===== config.mk =====
export PLATFORM = sky130hd
export DESIGN_NAME = m_dmem_loader
export DESIGN_NICKNAME = d
export VERILOG_FILES = /design/src/rtl/dmem_loader_pkg.sv /design/src/rtl/m_dmem_loader_byte_assembler.sv /design/src/rtl/m_dmem_loader.sv
export SDC_FILE = /design/constraint.sdc
export NUM_CORES = 1
export LEC_CHECK = 0
export CAP_MARGIN = 20
export CORE_MARGIN = 2
export CORE_UTILIZATION = 59
export CTS_BUF_LIST = sky130_fd_sc_hd__clkbuf_4
export DETAILED_ROUTE_END_ITERATION = 8
export GPL_ROUTABILITY_DRIVEN = 1
export PLACE_DENSITY_LB_ADDON = 0.05
export SYNTH_ARGS = -nofsm -noshare
export SYNTH_HDL_FRONTEND = slang
export SYNTH_SLANG_ARGS = --single-unit

===== constraint.sdc =====
create_clock -name i_clk -period 4.7 [get_ports i_clk]
set_input_delay 1.175 -clock i_clk [delete_from_list [all_inputs] [get_ports i_clk]]
set_output_delay 1.175 -clock i_clk [all_outputs]
set_load 0.1 [all_outputs]

===== src/rtl/dmem_loader_pkg.sv =====
// Shared constants for the boot-time data-memory loader: FSM encoding,
// word geometry and the word-counter width helper.
package dmem_loader_pkg;

  typedef enum logic [2:0] {
    S_HDR   = 3'd0,
    S_DATA  = 3'd1,
    S_WAIT  = 3'd2,
    S_WRITE = 3'd3,
    S_GAP   = 3'd4,
    S_CHK   = 3'd5,
    S_DONE  = 3'd6
  } state_t;

  localparam int BYTES_PER_WORD    = 4;
  localparam int MAX_WORDS_DEFAULT = 65536;

  function automatic int cnt_width(input int max_words);
    return $clog2(max_words + 1);
  endfunction

  localparam int WORD_CNT_W = cnt_width(MAX_WORDS_DEFAULT);

endpackage


===== src/rtl/m_dmem_loader_byte_assembler.sv =====
// One-byte holding register feeding a 32-bit little-endian shifter.
// Used for both the word-count header and the payload words.
module m_byte_assembler
  import dmem_loader_pkg::*;
(
  input  logic        i_clk,
  input  logic        i_rst_n,
  input  logic        i_rx_valid,
  input  logic [7:0]  i_rx_data,
  input  logic        i_accept,
  output logic        o_drain,
  output logic        o_word_ready,
  output logic [31:0] o_word,
  output logic        o_overrun
);

  logic        hold_valid;
  logic [7:0]  hold_byte;
  logic [1:0]  idx;
  logic [31:0] shreg;
  logic [7:0]  cur_byte;

  // A byte drains straight through when the holding register is empty, so
  // o_word[31:24] is always the byte being consumed this cycle.
  always_comb begin
    cur_byte     = hold_valid ? hold_byte : i_rx_data;
    o_drain      = (hold_valid | i_rx_valid) & i_accept;
    o_word       = {cur_byte, shreg[31:8]};
    o_word_ready = o_drain & (idx == 2'(BYTES_PER_WORD - 1));
  end

  always_ff @(posedge i_clk or negedge i_rst_n) begin
    if (!i_rst_n) begin
      hold_valid <= 1'b0;
      hold_byte  <= 8'h00;
      idx        <= 2'd0;
      shreg      <= 32'h0;
      o_overrun  <= 1'b0;
    end else begin
      if (o_drain) begin
        shreg <= o_word;
        idx   <= idx + 2'd1;
      end
      if (hold_valid) begin
        if (o_drain) begin
          hold_valid <= i_rx_valid;
          hold_byte  <= i_rx_data;
        end else if (i_rx_valid) begin
          o_overrun <= 1'b1;
        end
      end else if (i_rx_valid && !i_accept) begin
        hold_valid <= 1'b1;
        hold_byte  <= i_rx_data;
      end
    end
  end

endmodule


===== src/rtl/m_dmem_loader.sv =====
// Boot loader: UART byte stream -> word writes on the dmem init port.
// Build option DMEM_LOADER_CHECKSUM_EN adds an XOR trailer byte and o_cksum_err.
module m_dmem_loader
  import dmem_loader_pkg::*;
#(
  parameter logic [31:0] BASE_ADDR  = 32'h0000_0000,
  parameter int          MAX_WORDS  = MAX_WORDS_DEFAULT,
  parameter int          GAP_CYCLES = 2
) (
  input  logic        i_clk,
  input  logic        i_rst_n,
  input  logic        i_rx_valid,
  input  logic [7:0]  i_rx_data,
  input  logic        i_mem_stall,
  output logic [3:0]  o_init_wen,
  output logic [31:0] o_init_addr,
  output logic [31:0] o_init_data,
  output logic        o_init_done,
  output logic        o_overrun,
  output logic        o_busy,
  output logic [2:0]  o_dbg_state
`ifdef DMEM_LOADER_CHECKSUM_EN
  ,
  output logic        o_cksum_err
`endif
);

  localparam int CW = cnt_width(MAX_WORDS);
  localparam int GW = $clog2(GAP_CYCLES + 2);

  state_t        state;
  logic [CW-1:0] count;
  logic [CW-1:0] word_cnt;
  logic [GW-1:0] gap_cnt;
  logic [31:0]   nxt_data;
  logic          nxt_valid;
  logic          accept;
  logic          more;
  logic          drain;
  logic          word_ready;
  logic [31:0]   word;
  logic [CW-1:0] hdr_clamped;
`ifdef DMEM_LOADER_CHECKSUM_EN
  logic [7:0]    cksum;
`endif

  m_byte_assembler u_asm (
    .i_clk        (i_clk),
    .i_rst_n      (i_rst_n),
    .i_rx_valid   (i_rx_valid),
    .i_rx_data    (i_rx_data),
    .i_accept     (accept),
    .o_drain      (drain),
    .o_word_ready (word_ready),
    .o_word       (word),
    .o_overrun    (o_overrun)
  );

  // Payload bytes are taken while a write is pending only if another word is
  // still owed and the next-word register is free; anything beyond waits.
  always_comb begin
    more = 1'b0;
    case (state)
      S_WAIT, S_WRITE: more = (word_cnt + CW'(1)) < count;
      S_GAP:           more = word_cnt < count;
      default:         more = 1'b0;
    endcase
    accept = 1'b1;
    if (state inside {S_WAIT, S_WRITE, S_GAP}) accept = more & ~nxt_valid;
    hdr_clamped = (word > 32'(MAX_WORDS)) ? CW'(MAX_WORDS) : word[CW-1:0];
  end

  assign o_dbg_state = state;

  always_ff @(posedge i_clk or negedge i_rst_n) begin
    if (!i_rst_n) begin
      state       <= S_HDR;
      count       <= '0;
      word_cnt    <= '0;
      gap_cnt     <= '0;
      nxt_data    <= 32'h0;
      nxt_valid   <= 1'b0;
      o_init_wen  <= 4'h0;
      o_init_addr <= BASE_ADDR;
      o_init_data <= 32'h0;
      o_init_done <= 1'b0;
      o_busy      <= 1'b0;
`ifdef DMEM_LOADER_CHECKSUM_EN
      cksum       <= 8'h00;
      o_cksum_err <= 1'b0;
`endif
    end else begin
`ifdef DMEM_LOADER_CHECKSUM_EN
      if (drain && (state inside {S_DATA, S_WAIT, S_WRITE, S_GAP}))
        cksum <= cksum ^ word[31:24];
`endif
      case (state)
        S_HDR: begin
          if (drain) o_busy <= 1'b1;
          if (word_ready) begin
            count <= hdr_clamped;
            if (hdr_clamped == '0) begin
              state       <= S_DONE;
              o_init_done <= 1'b1;
              o_busy      <= 1'b0;
            end else begin
              state <= S_DATA;
            end
          end
        end
        S_DATA: begin
          if (word_ready) begin
            o_init_data <= word;
            state       <= S_WAIT;
          end
        end
        S_WAIT: begin
          if (word_ready) begin
            nxt_data  <= word;
            nxt_valid <= 1'b1;
          end
          if (!i_mem_stall) begin
            o_init_wen <= 4'hF;
            state      <= S_WRITE;
          end
        end
        S_WRITE: begin
          if (word_ready) begin
            nxt_data  <= word;
            nxt_valid <= 1'b1;
          end
          o_init_wen  <= 4'h0;
          o_init_addr <= o_init_addr + 32'd4;
          word_cnt    <= word_cnt + CW'(1);
          gap_cnt     <= GW'(GAP_CYCLES);
          state       <= S_GAP;
        end
        S_GAP: begin
          if (word_ready) begin
            nxt_data  <= word;
            nxt_valid <= 1'b1;
          end
          if (gap_cnt != '0) begin
            gap_cnt <= gap_cnt - GW'(1);
          end else if (!i_mem_stall) begin
            if (word_cnt == count) begin
`ifdef DMEM_LOADER_CHECKSUM_EN
              state <= S_CHK;
`else
              state       <= S_DONE;
              o_init_done <= 1'b1;
              o_busy      <= 1'b0;
`endif
            end else if (nxt_valid) begin
              o_init_data <= nxt_data;
              nxt_valid   <= 1'b0;
              state       <= S_WAIT;
            end else if (word_ready) begin
              // Word completed on the exit cycle: bypass the next-word register.
              o_init_data <= word;
              nxt_valid   <= 1'b0;
              state       <= S_WAIT;
            end else begin
              state <= S_DATA;
            end
          end
        end
`ifdef DMEM_LOADER_CHECKSUM_EN
        S_CHK: begin
          if (drain) begin
            if (word[31:24] != cksum) o_cksum_err <= 1'b1;
            state       <= S_DONE;
            o_init_done <= 1'b1;
            o_busy      <= 1'b0;
          end
        end
`endif
        S_DONE: begin
          o_init_done <= 1'b1;
          o_busy      <= 1'b0;
        end
        default: state <= S_HDR;
      endcase
    end
  end

endmodule


==> results.sh, run 1 <==
export IMPL_outcome="completed"
export IMPL_dr_pass1_iters=4
export IMPL_reg2reg_from="word_cnt[2]"
export IMPL_ys_types=63
export IMPL_min_period_ps=4300
export IMPL_area_delta_synth_final_pct=14.9
export IMPL_synth_top_area_frac=0.513
export IMPL_preCtsSetupSlack_ps=359
export IMPL_grt_max_degree=95
export IMPL_worst_hold_path_type="flip-flop to flip-flop"
export IMPL_synth_area_per_cell_sq_um=11.0
export IMPL_h_tree_depth=4
export IMPL_die_w_um=124
export IMPL_p_comb_frac=0.499
export IMPL_internal_power_uw=3380
export IMPL_yosysMostFrequentCell="dfrtp_1"
export IMPL_yosys_top_cells_area="dfrtp_1 51%, mux2_2 9.3%, ha_1 5.6%, xnor2_1 3.6%, a21oi_1 2.8%"
export IMPL_power_density_nw_per_um2=693
export IMPL_power_total_uw=6710
export IMPL_grt_pass1_vias=6044
export IMPL_synthArstFlopShare=1.00
export IMPL_sw_frac_of_total=0.496
export IMPL_synth_common_cells="173 x dfrtp_1, 70 x mux2_2, 60 x nor2_1, 52 x nand2_1, 47 x a21oi_1"
export IMPL_p_leak_uw=0.00442
export IMPL_peakVddDrop_v=0.000604
export IMPL_coreArea_sq_um=13900
export IMPL_synth_ff_type="dfrtp_1"
export IMPL_critPathLaunchType="flip-flop"
export IMPL_ios=86
export IMPL_r2r_end="u_asm.hold_byte[2]"
export IMPL_dieArea_sq_um=15300
export IMPL_arrival_ps=4760
export IMPL_hold_viol=0
export IMPL_p_clk_frac=0.126
export IMPL_min_delay_start="o_init_addr[31]"
export IMPL_drt_initial_drc_count=338
export IMPL_rows=43
export IMPL_reg2regPathDepth=17
export IMPL_whs_path_depth=1
export IMPL_antenna_found_initial=0
export IMPL_wl_per_cell_um=17.7
export IMPL_cts_setup_buffers=0
export IMPL_synth_edf_count=0
export IMPL_p_seq_frac=0.375
export IMPL_end_kind="flip-flop"
export IMPL_clock_path_buffers=2
export IMPL_finalSetupViolations=0
export IMPL_grt_remaining_overflow=0
export IMPL_switchingPower_uw=3330
export IMPL_finalCritPeriodShare=0.915
export IMPL_drt_wl_total_um=18200
export IMPL_drc=0
export IMPL_maxCapViolCount=0
export IMPL_path_max_fanout=8
export IMPL_start_util=0.605
export IMPL_antenna_diode_count=0
export IMPL_final_nets=890
export IMPL_cp_required_ps=5160
export IMPL_hold_end="o_init_addr[31]"
export IMPL_yosys_area_top_type="dfrtp_1"
export IMPL_cts_sinks=173
export IMPL_grt_total_usage=0.253
export IMPL_worst_pin_slew_ps=1000
export IMPL_syn_inst=765
export IMPL_crit_type="flip-flop to flip-flop"
export IMPL_drv_slew=0
export IMPL_finalWeightedCongestion=0.863
export IMPL_vias_per_cell=5.89
export IMPL_cts_tree="yes"
export IMPL_placed_cell_area_sq_um=9370
export IMPL_routed_via_count=6082
export IMPL_dpl_hpwl_um=12600
export IMPL_synth_seq_cells=173
export IMPL_finalWorstSetupSlack_ps=399
export IMPL_cts_hold_fix_buffers=0
export IMPL_cts_made_buffers=17
export IMPL_skew_ps=15.6
export IMPL_yosysSeqAreaShare=0.513
export IMPL_io_buffers=83
export IMPL_maxSlewHeadroom=0.331
export IMPL_drive_gt1_frac=0.148
export IMPL_syn_area_sq_um=8430
export IMPL_clkTransAtPathRegs_ps=150
export IMPL_ant_nets=0
export IMPL_cts_resized=0
export IMPL_clk_latency_ps=570
export IMPL_fin_area_sq_um=9690
export IMPL_rrSetupSlack_ps=400
export IMPL_yosysWarnings=0
export IMPL_clock_fmax_mhz=233
export IMPL_rsz0062_at_grt="false"
export IMPL_clockRootBuffer="clkbuf_4"
export IMPL_tns_ps=0
export IMPL_grt_pass1_wl_um=30000
export IMPL_die_y_um=124
how the worst max path moves through the flow:
stage / from / to / cells past startpoint
6_report: word_cnt[2] / u_asm.hold_byte[2] / 17
5_1_grt: word_cnt[1] / o_init_data[12] / 18
4_1_cts: word_cnt[2] / o_init_data[22] / 18
3_5_place_dp: word_cnt[2] / o_init_data[22] / 18
3_3_place_gp: word_cnt[2] / o_init_data[22] / 18
2_1_floorplan: word_cnt[2] / u_asm.hold_byte[0] / 17
cells by family (layout without fill, tap and decap cells):
group / count (synthesis) / count (layout) / synth area share
other: 1 / 2 / 0.000445
XOR/XNOR: 61 / 61 / 0.0634
flip-flops: 173 / 173 / 0.513
multiplexers: 83 / 83 / 0.111
adder cells (fa/ha/maj): 39 / 39 / 0.0576
buffers and inverters: 63 / 149 / 0.0361
AO/OA/AOI/OAI: 127 / 127 / 0.0922
AND/OR/NAND/NOR: 218 / 218 / 0.126
state kept, by name, summed over array words and instances, names as in the netlist, 2 cells and up:
name / count
o_init_data: 32
u_asm.hold_byte: 8
word_cnt: 17
u_asm.shreg: 24
o_init_addr: 30
gap_cnt: 2
nxt_data: 32
count: 17
u_asm.idx: 2
o_dbg_state: 3
placed cells by master (no fill, tap or decap), types with 4 or more instances in the layout:
master           instances
a21o_1                   4
a21oi_1                 45
and3_1                  12
and4_1                   6
buf_4                    6
clkbuf_4                17
clkdlybuf4s50_1         82
dfrtp_1                173
ha_1                    38
inv_1                   25
inv_6                    4
inv_8                    5
mux2_2                  70
mux2i_1                  9
nand2_1                 52
nand3_1                 37
nand4_1                  7
nor2_1                  60
nor2b_1                  4
nor3_1                  14
nor4_1                   8
o21ai_0                 20
o21ai_1                  6
o22ai_1                 26
xnor2_1                 35
xor2_1                  26
worst max-delay path, stage by stage, from the launching register on:
cell      delay (ps)
dfrtp_1          480
nand3_1          180
nor2_1           260
and3_1           250
and3_1           230
and3_1           230
nand3_1          170
nor2_1           170
xor2_1            90
ha_1             290
and4_1           250
nand3_1           90
o221ai_1         190
nand3b_1         150
a21oi_1           90
a21oi_2          240
mux2i_4          430
mux2_2           390
power groups by stage:
| stage | Clock (uW) | Combinational [uW] | Sequential, uW |
|---|---|---|---|
| after floorplan | 0 | 1430 | 3580 |
| final | 844 | 3340 | 2520 |
| after detailed placement | 0 | 3330 | 2530 |
| after global routing | 940 | 3560 | 2580 |
| after global placement | 0 | 3240 | 2500 |
| after CTS | 868 | 3340 | 2510 |
layout make-up:
| class | instances | area, sq um |
|---|---|---|
| Sequential cell | 173 | 4330 |
| Fill cell | 1077 | 4250 |
| Multi-Input combinational cell | 530 | 3830 |
| Timing Repair Buffer | 93 | 935 |
| Tap cell | 180 | 225 |
| Clock inverter | 14 | 148 |
| Clock buffer | 17 | 128 |
| Inverter | 25 | 93.8 |
metal layers:
metal / wire length (um) / GRT usage
met1: 8260 / 0.340
met2: 8980 / 0.409
met3: 722 / 0.0604
met4: 257 / 0.0732
met5: 0 / 0
stage by stage:
stage	std cells	utilization	hold WS (ps)
finish	1032	0.695	481
global route	1032	0.695	504
CTS	1030	0.692	487
detailed placement	999	0.672	460
global placement	999	0.672	455
floorplan	766	-	448
Power figures use the tool's default switching activity.
==> run 2: changes to the inputs <==
- CTS_CLUSTER_SIZE: not set -> 12
- PLACE_DENSITY: not set -> 0.8
- PLACE_DENSITY_LB_ADDON: 0.05 -> not set
==> run 2 against run 1 <==
  * Utilization is 0.24 points higher
  * Setup slack worse by 1.8 ps
  * Worst hold slack better by 10 ps
  * First-iteration DRC count stayed put
  * Global-route usage is 0.30 points lower
  * Clock skew is 8.3 ps higher
  * Critical endpoint is now o_init_data[18]
  * Highest routed layer unchanged
  * Power is 1.4% higher
  * Largest cell class unchanged
  * Sequential share of layout area is 0.16 points lower
==> results.sh, run 2 (same netlist as run 1, synthesis figures left out) <==
export IMPL_rows=43
export IMPL_drv_slew=0
export IMPL_grt_pass1_vias=5969
export IMPL_finalCritPeriodShare=0.915
export IMPL_final_nets=890
export IMPL_maxCapViolCount=0
export IMPL_switchingPower_uw=3270
export IMPL_ant_nets=0
export IMPL_coreArea_sq_um=13900
export IMPL_cp_required_ps=5190
export IMPL_dp_cells=999
export IMPL_p_clk_frac=0.139
export IMPL_clock_path_buffers=2
export IMPL_cpPeakStageDelay_ps=550
export IMPL_grt_total_usage=0.250
export IMPL_h_tree_depth=4
export IMPL_die_w_um=124
export IMPL_cts_resized=0
export IMPL_grt_pass1_wl_um=29500
export IMPL_fin_cells=1034
export IMPL_cp_slowest_cell="a21boi_2"
export IMPL_ios=86
export IMPL_peakVddDrop_v=0.000747
export IMPL_outcome="completed"
export IMPL_skew_ps=23.9
export IMPL_cts_setup_buffers=0
export IMPL_worst_pin_slew_ps=1000
export IMPL_wl_per_cell_um=17.5
export IMPL_cts_made_buffers=17
export IMPL_most_common_layout_cells="173 x dfrtp_1, 82 x clkdlybuf4s50_1, 70 x mux2_2"
export IMPL_p_seq_frac=0.369
export IMPL_sw_frac_of_total=0.480
export IMPL_arrival_ps=4800
export IMPL_min_period_ps=4300
export IMPL_vias_per_cell=5.89
export IMPL_grt_remaining_overflow=0
export IMPL_path_buf_inv=0
export IMPL_area_delta_synth_final_pct=15.3
export IMPL_dr_pass1_iters=7
export IMPL_num_fill_cells=1002
export IMPL_clkTransAtPathRegs_ps=130
export IMPL_finalWorstSetupSlack_ps=397
export IMPL_hold_viol=0
export IMPL_p_leak_uw=0.00445
export IMPL_start_util=0.605
export IMPL_finalWeightedCongestion=0.967
export IMPL_routed_via_count=6093
export IMPL_antenna_found_initial=1
export IMPL_drive_gt1_frac=0.147
export IMPL_preCtsSetupSlack_ps=312
export IMPL_cts_tree="yes"
export IMPL_clock_fmax_mhz=232
export IMPL_dpl_hpwl_um=12800
export IMPL_io_buffers=83
export IMPL_worst_hold_path_type="flip-flop to flip-flop"
export IMPL_p_comb_frac=0.492
export IMPL_grt_max_degree=101
export IMPL_clockRootBuffer="clkbuf_4"
export IMPL_end_kind="flip-flop"
export IMPL_crit_family="simple AND/OR/NAND/NOR gates"
export IMPL_path_cells="nand3_1 > nor2_1 > and3_1 > and3_1 > and3_1 > nand3_1 > nor2_1 > xor2_1 > ha_1 > and4_1 > nand3_1 > o221ai_1 > nand4b_1 > a21bo_2 > a21boi_2 > nor2_1 > a21oi_1"
export IMPL_internal_power_uw=3540
export IMPL_maxSlewHeadroom=0.330
export IMPL_tns_ps=0
export IMPL_drt_initial_drc_count=338
export IMPL_rsz0062_at_grt="false"
export IMPL_path_max_fanout=16
export IMPL_final_common_cell="dfrtp_1"
export IMPL_dieArea_sq_um=15300
export IMPL_power_density_nw_per_um2=700
export IMPL_reg_top3="nxt_data (32), o_init_data (32), o_init_addr (30)"
export IMPL_cts_hold_fix_buffers=0
export IMPL_critPathLaunchType="flip-flop"
export IMPL_die_y_um=124
export IMPL_cts_sinks=173
export IMPL_drt_wl_total_um=18100
export IMPL_clk_latency_ps=560
export IMPL_drc=0
export IMPL_crit_type="flip-flop to flip-flop"
export IMPL_finalSetupViolations=0
==> run 2: layout make-up <==
type	count	area (sq um)	share of cell area
Antenna cell	1	2.50	0.000257
Clock buffer	21	158	0.0162
Clock inverter	11	166	0.0171
Inverter	25	93.8	0.00965
Multi-Input combinational cell	531	3830	0.394
Sequential cell	173	4330	0.445
Tap cell	180	225	0.0232
Timing Repair Buffer	92	912	0.0938
==> run 2: worst paths after layout <==
check,to,slack [ps],cells after the start,start
min,o_init_addr[22],490,1,o_init_addr[22]
max,o_init_data[18],400,17,word_cnt[2]
max in group asynchronous,nxt_data[31],3100,2,i_rst_n
max reg2reg,o_init_data[18],400,17,word_cnt[2]
min reg2reg,o_init_addr[22],490,1,o_init_addr[22]
min in group asynchronous,word_cnt[2],690,1,i_rst_n
==> run 2: through the flow <==
| stage | util | power [uW] | instance area, sq um | hold slack (ps) |
|---|---|---|---|---|
| 2_1_floorplan | - | 5020 | 8440 | 448 |
| 3_3_place_gp | 0.672 | 5720 | 9370 | 461 |
| 3_5_place_dp | 0.672 | 5870 | 9370 | 468 |
| 4_1_cts | 0.696 | 6810 | 9690 | 495 |
| 5_1_grt | 0.697 | 7160 | 9720 | 504 |
| 6_report | 0.697 | 6800 | 9720 | 491 |
==> run 2: metal layers <==
layer	vias up	routed length [um]	GRT usage
met2	179	8810	0.397
met3	43	739	0.0526
met4	0	502	0.0987
met5	-	0	0
li1	2851	-	-
met1	3020	8040	0.337
==> run 2: power groups by stage <==
stage	Clock, uW	Combinational, uW	Sequential (uW)
floorplan	0	1430	3580
global placement	0	3230	2490
detailed placement	0	3340	2530
CTS	959	3350	2500
global route	1020	3560	2580
finish	944	3350	2510
==> run 3: changes to the inputs <==
- GPL_ROUTABILITY_DRIVEN: 1 -> not set
- clock period: 4.7 -> 4.85 ns (I/O delays scaled with it)
==> run 3 against run 2 <==
  * Final cell count about the same
  * Worst hold slack worse by 73 ps
  * Clock skew shrank 5.3 ps
  * Wire length fell by 0.31%
  * Register-to-register slack worse by 60 ps
==> results.sh, run 3 (same netlist as run 1, synthesis figures left out) <==
export IMPL_p_leak_uw=0.00443
export IMPL_peakVddDrop_v=0.000685
export IMPL_clkTransAtPathRegs_ps=150
export IMPL_final_nets=891
export IMPL_cts_tree="yes"
export IMPL_final_common_cell="dfrtp_1"
export IMPL_drc=0
export IMPL_cts_sinks=173
export IMPL_rows=43
export IMPL_skew_ps=18.6
export IMPL_grt_remaining_overflow=0
export IMPL_path_max_fanout=12
export IMPL_tns_ps=0
export IMPL_worst_pin_slew_ps=1010
export IMPL_grt_max_degree=113
export IMPL_drv_slew=0
export IMPL_dieArea_sq_um=15300
export IMPL_coreArea_sq_um=13900
export IMPL_finalWeightedCongestion=0.977
export IMPL_clockRootBuffer="clkbuf_4"
export IMPL_arrival_ps=5020
export IMPL_ios=86
export IMPL_power_density_nw_per_um2=670
export IMPL_dpl_hpwl_um=12600
export IMPL_maxCapViolCount=0
export IMPL_cts_made_buffers=17
export IMPL_finalCritPeriodShare=0.930
export IMPL_drt_wl_total_um=18000
export IMPL_clk_latency_ps=580
export IMPL_io_buffers=83
export IMPL_cp_required_ps=5360
export IMPL_min_period_ps=4510
export IMPL_maxSlewHeadroom=0.327
export IMPL_clock_fmax_mhz=222
export IMPL_ant_nets=0
export IMPL_drive_gt1_frac=0.148
export IMPL_cts_setup_buffers=0
export IMPL_end_kind="flip-flop"
export IMPL_start_util=0.605
export IMPL_cts_hold_fix_buffers=0
export IMPL_critPathLaunchType="flip-flop"
export IMPL_crit_type="flip-flop to flip-flop"
export IMPL_drt_initial_drc_count=344
export IMPL_area_delta_synth_final_pct=15.0
export IMPL_dr_pass1_iters=5
export IMPL_finalSetupViolations=0
export IMPL_outcome="completed"
export IMPL_die_w_um=124
export IMPL_clock_path_buffers=2
export IMPL_antenna_found_initial=1
export IMPL_routed_via_count=6095
export IMPL_worst_hold_path_type="input port to async pin"
export IMPL_grt_pass1_vias=6046
export IMPL_grt_total_usage=0.255
export IMPL_reg_top3="nxt_data (32), o_init_data (32), o_init_addr (30)"
export IMPL_cts_resized=0
export IMPL_hold_viol=0
export IMPL_grt_pass1_wl_um=30000
export IMPL_rsz0062_at_grt="false"
export IMPL_die_y_um=124
export IMPL_whs_ps=418
export IMPL_preCtsSetupSlack_ps=479
export IMPL_wl_per_cell_um=17.4
export IMPL_finalWorstSetupSlack_ps=338
export IMPL_vias_per_cell=5.89
export IMPL_most_common_layout_cells="173 x dfrtp_1, 82 x clkdlybuf4s50_1, 70 x mux2_2"
export IMPL_h_tree_depth=4
run 3: changes by cell type in the layout (fill, tap and decap cells not counted), sizes merged:
cell / before / now
clkinv: 6 / 5
bufinv: 4 / 2
inv: 26 / 29
clkinvlp: 0 / 3
clkbuf: 21 / 18
buf: 10 / 11
run 3: power breakdown:
part           switching [uW]  leakage (uW)  internal, uW
Combinational            2210       0.00209          1040
Sequential                467       0.00219          1960
Clock                     501      0.000147           312
run 3: area by class of cell:
type,count,area (sq um)
diodes,1,2.50
clock buffers,18,135
clock inverters,14,141
fillers,996,4240
inverters,25,93.8
multi-input cells,531,3830
flip-flops and latches,173,4330
well taps,180,225
repair buffers,93,940
run 3: worst max-delay path, stage by stage, from the launching register on:
cell	delay, ps
dfrtp_1	450
ha_1	240
nand3_1	170
nor2_1	240
and3_1	250
and3_1	240
nand3_1	210
nor2_1	220
xor2_1	240
ha_1	290
a21o_1	160
a21oi_1	140
o221ai_1	140
nand4b_1	260
a21bo_1	360
a21boi_2	580
nor2_1	90
a21oi_1	150
run 3: routing by layer:
layer	global-route usage	part of all wire	vias to the layer above
met5	0	0	-
met1	0.339	0.44	3033
met4	0.0916	0.022	0
met3	0.0572	0.041	32
li1	-	-	2864
met2	0.412	0.49	166
run 3: per-stage QoR:
step | cell area (sq um) | instances | utilization | total power [uW]
6_report | 9700 | 1035 | 0.696 | 6500
5_1_grt | 9700 | 1035 | 0.696 | 6850
4_1_cts | 9650 | 1031 | 0.692 | 6500
3_5_place_dp | 9370 | 999 | 0.672 | 5690
3_3_place_gp | 9370 | 999 | 0.672 | 5550
2_1_floorplan | 8440 | 766 | - | 4860
run 3: final timing paths:
check,start,to,slack [ps],cells past startpoint
max in group asynchronous,i_rst_n,o_init_data[28],3360,3
max reg2reg,word_cnt[1],o_init_data[8],340,17
min reg2reg,o_init_addr[31],o_init_addr[31],490,1
min in group i_clk,o_init_addr[31],o_init_addr[31],490,1
max,word_cnt[1],o_init_data[8],340,17
min,i_rst_n,word_cnt[1],420,1
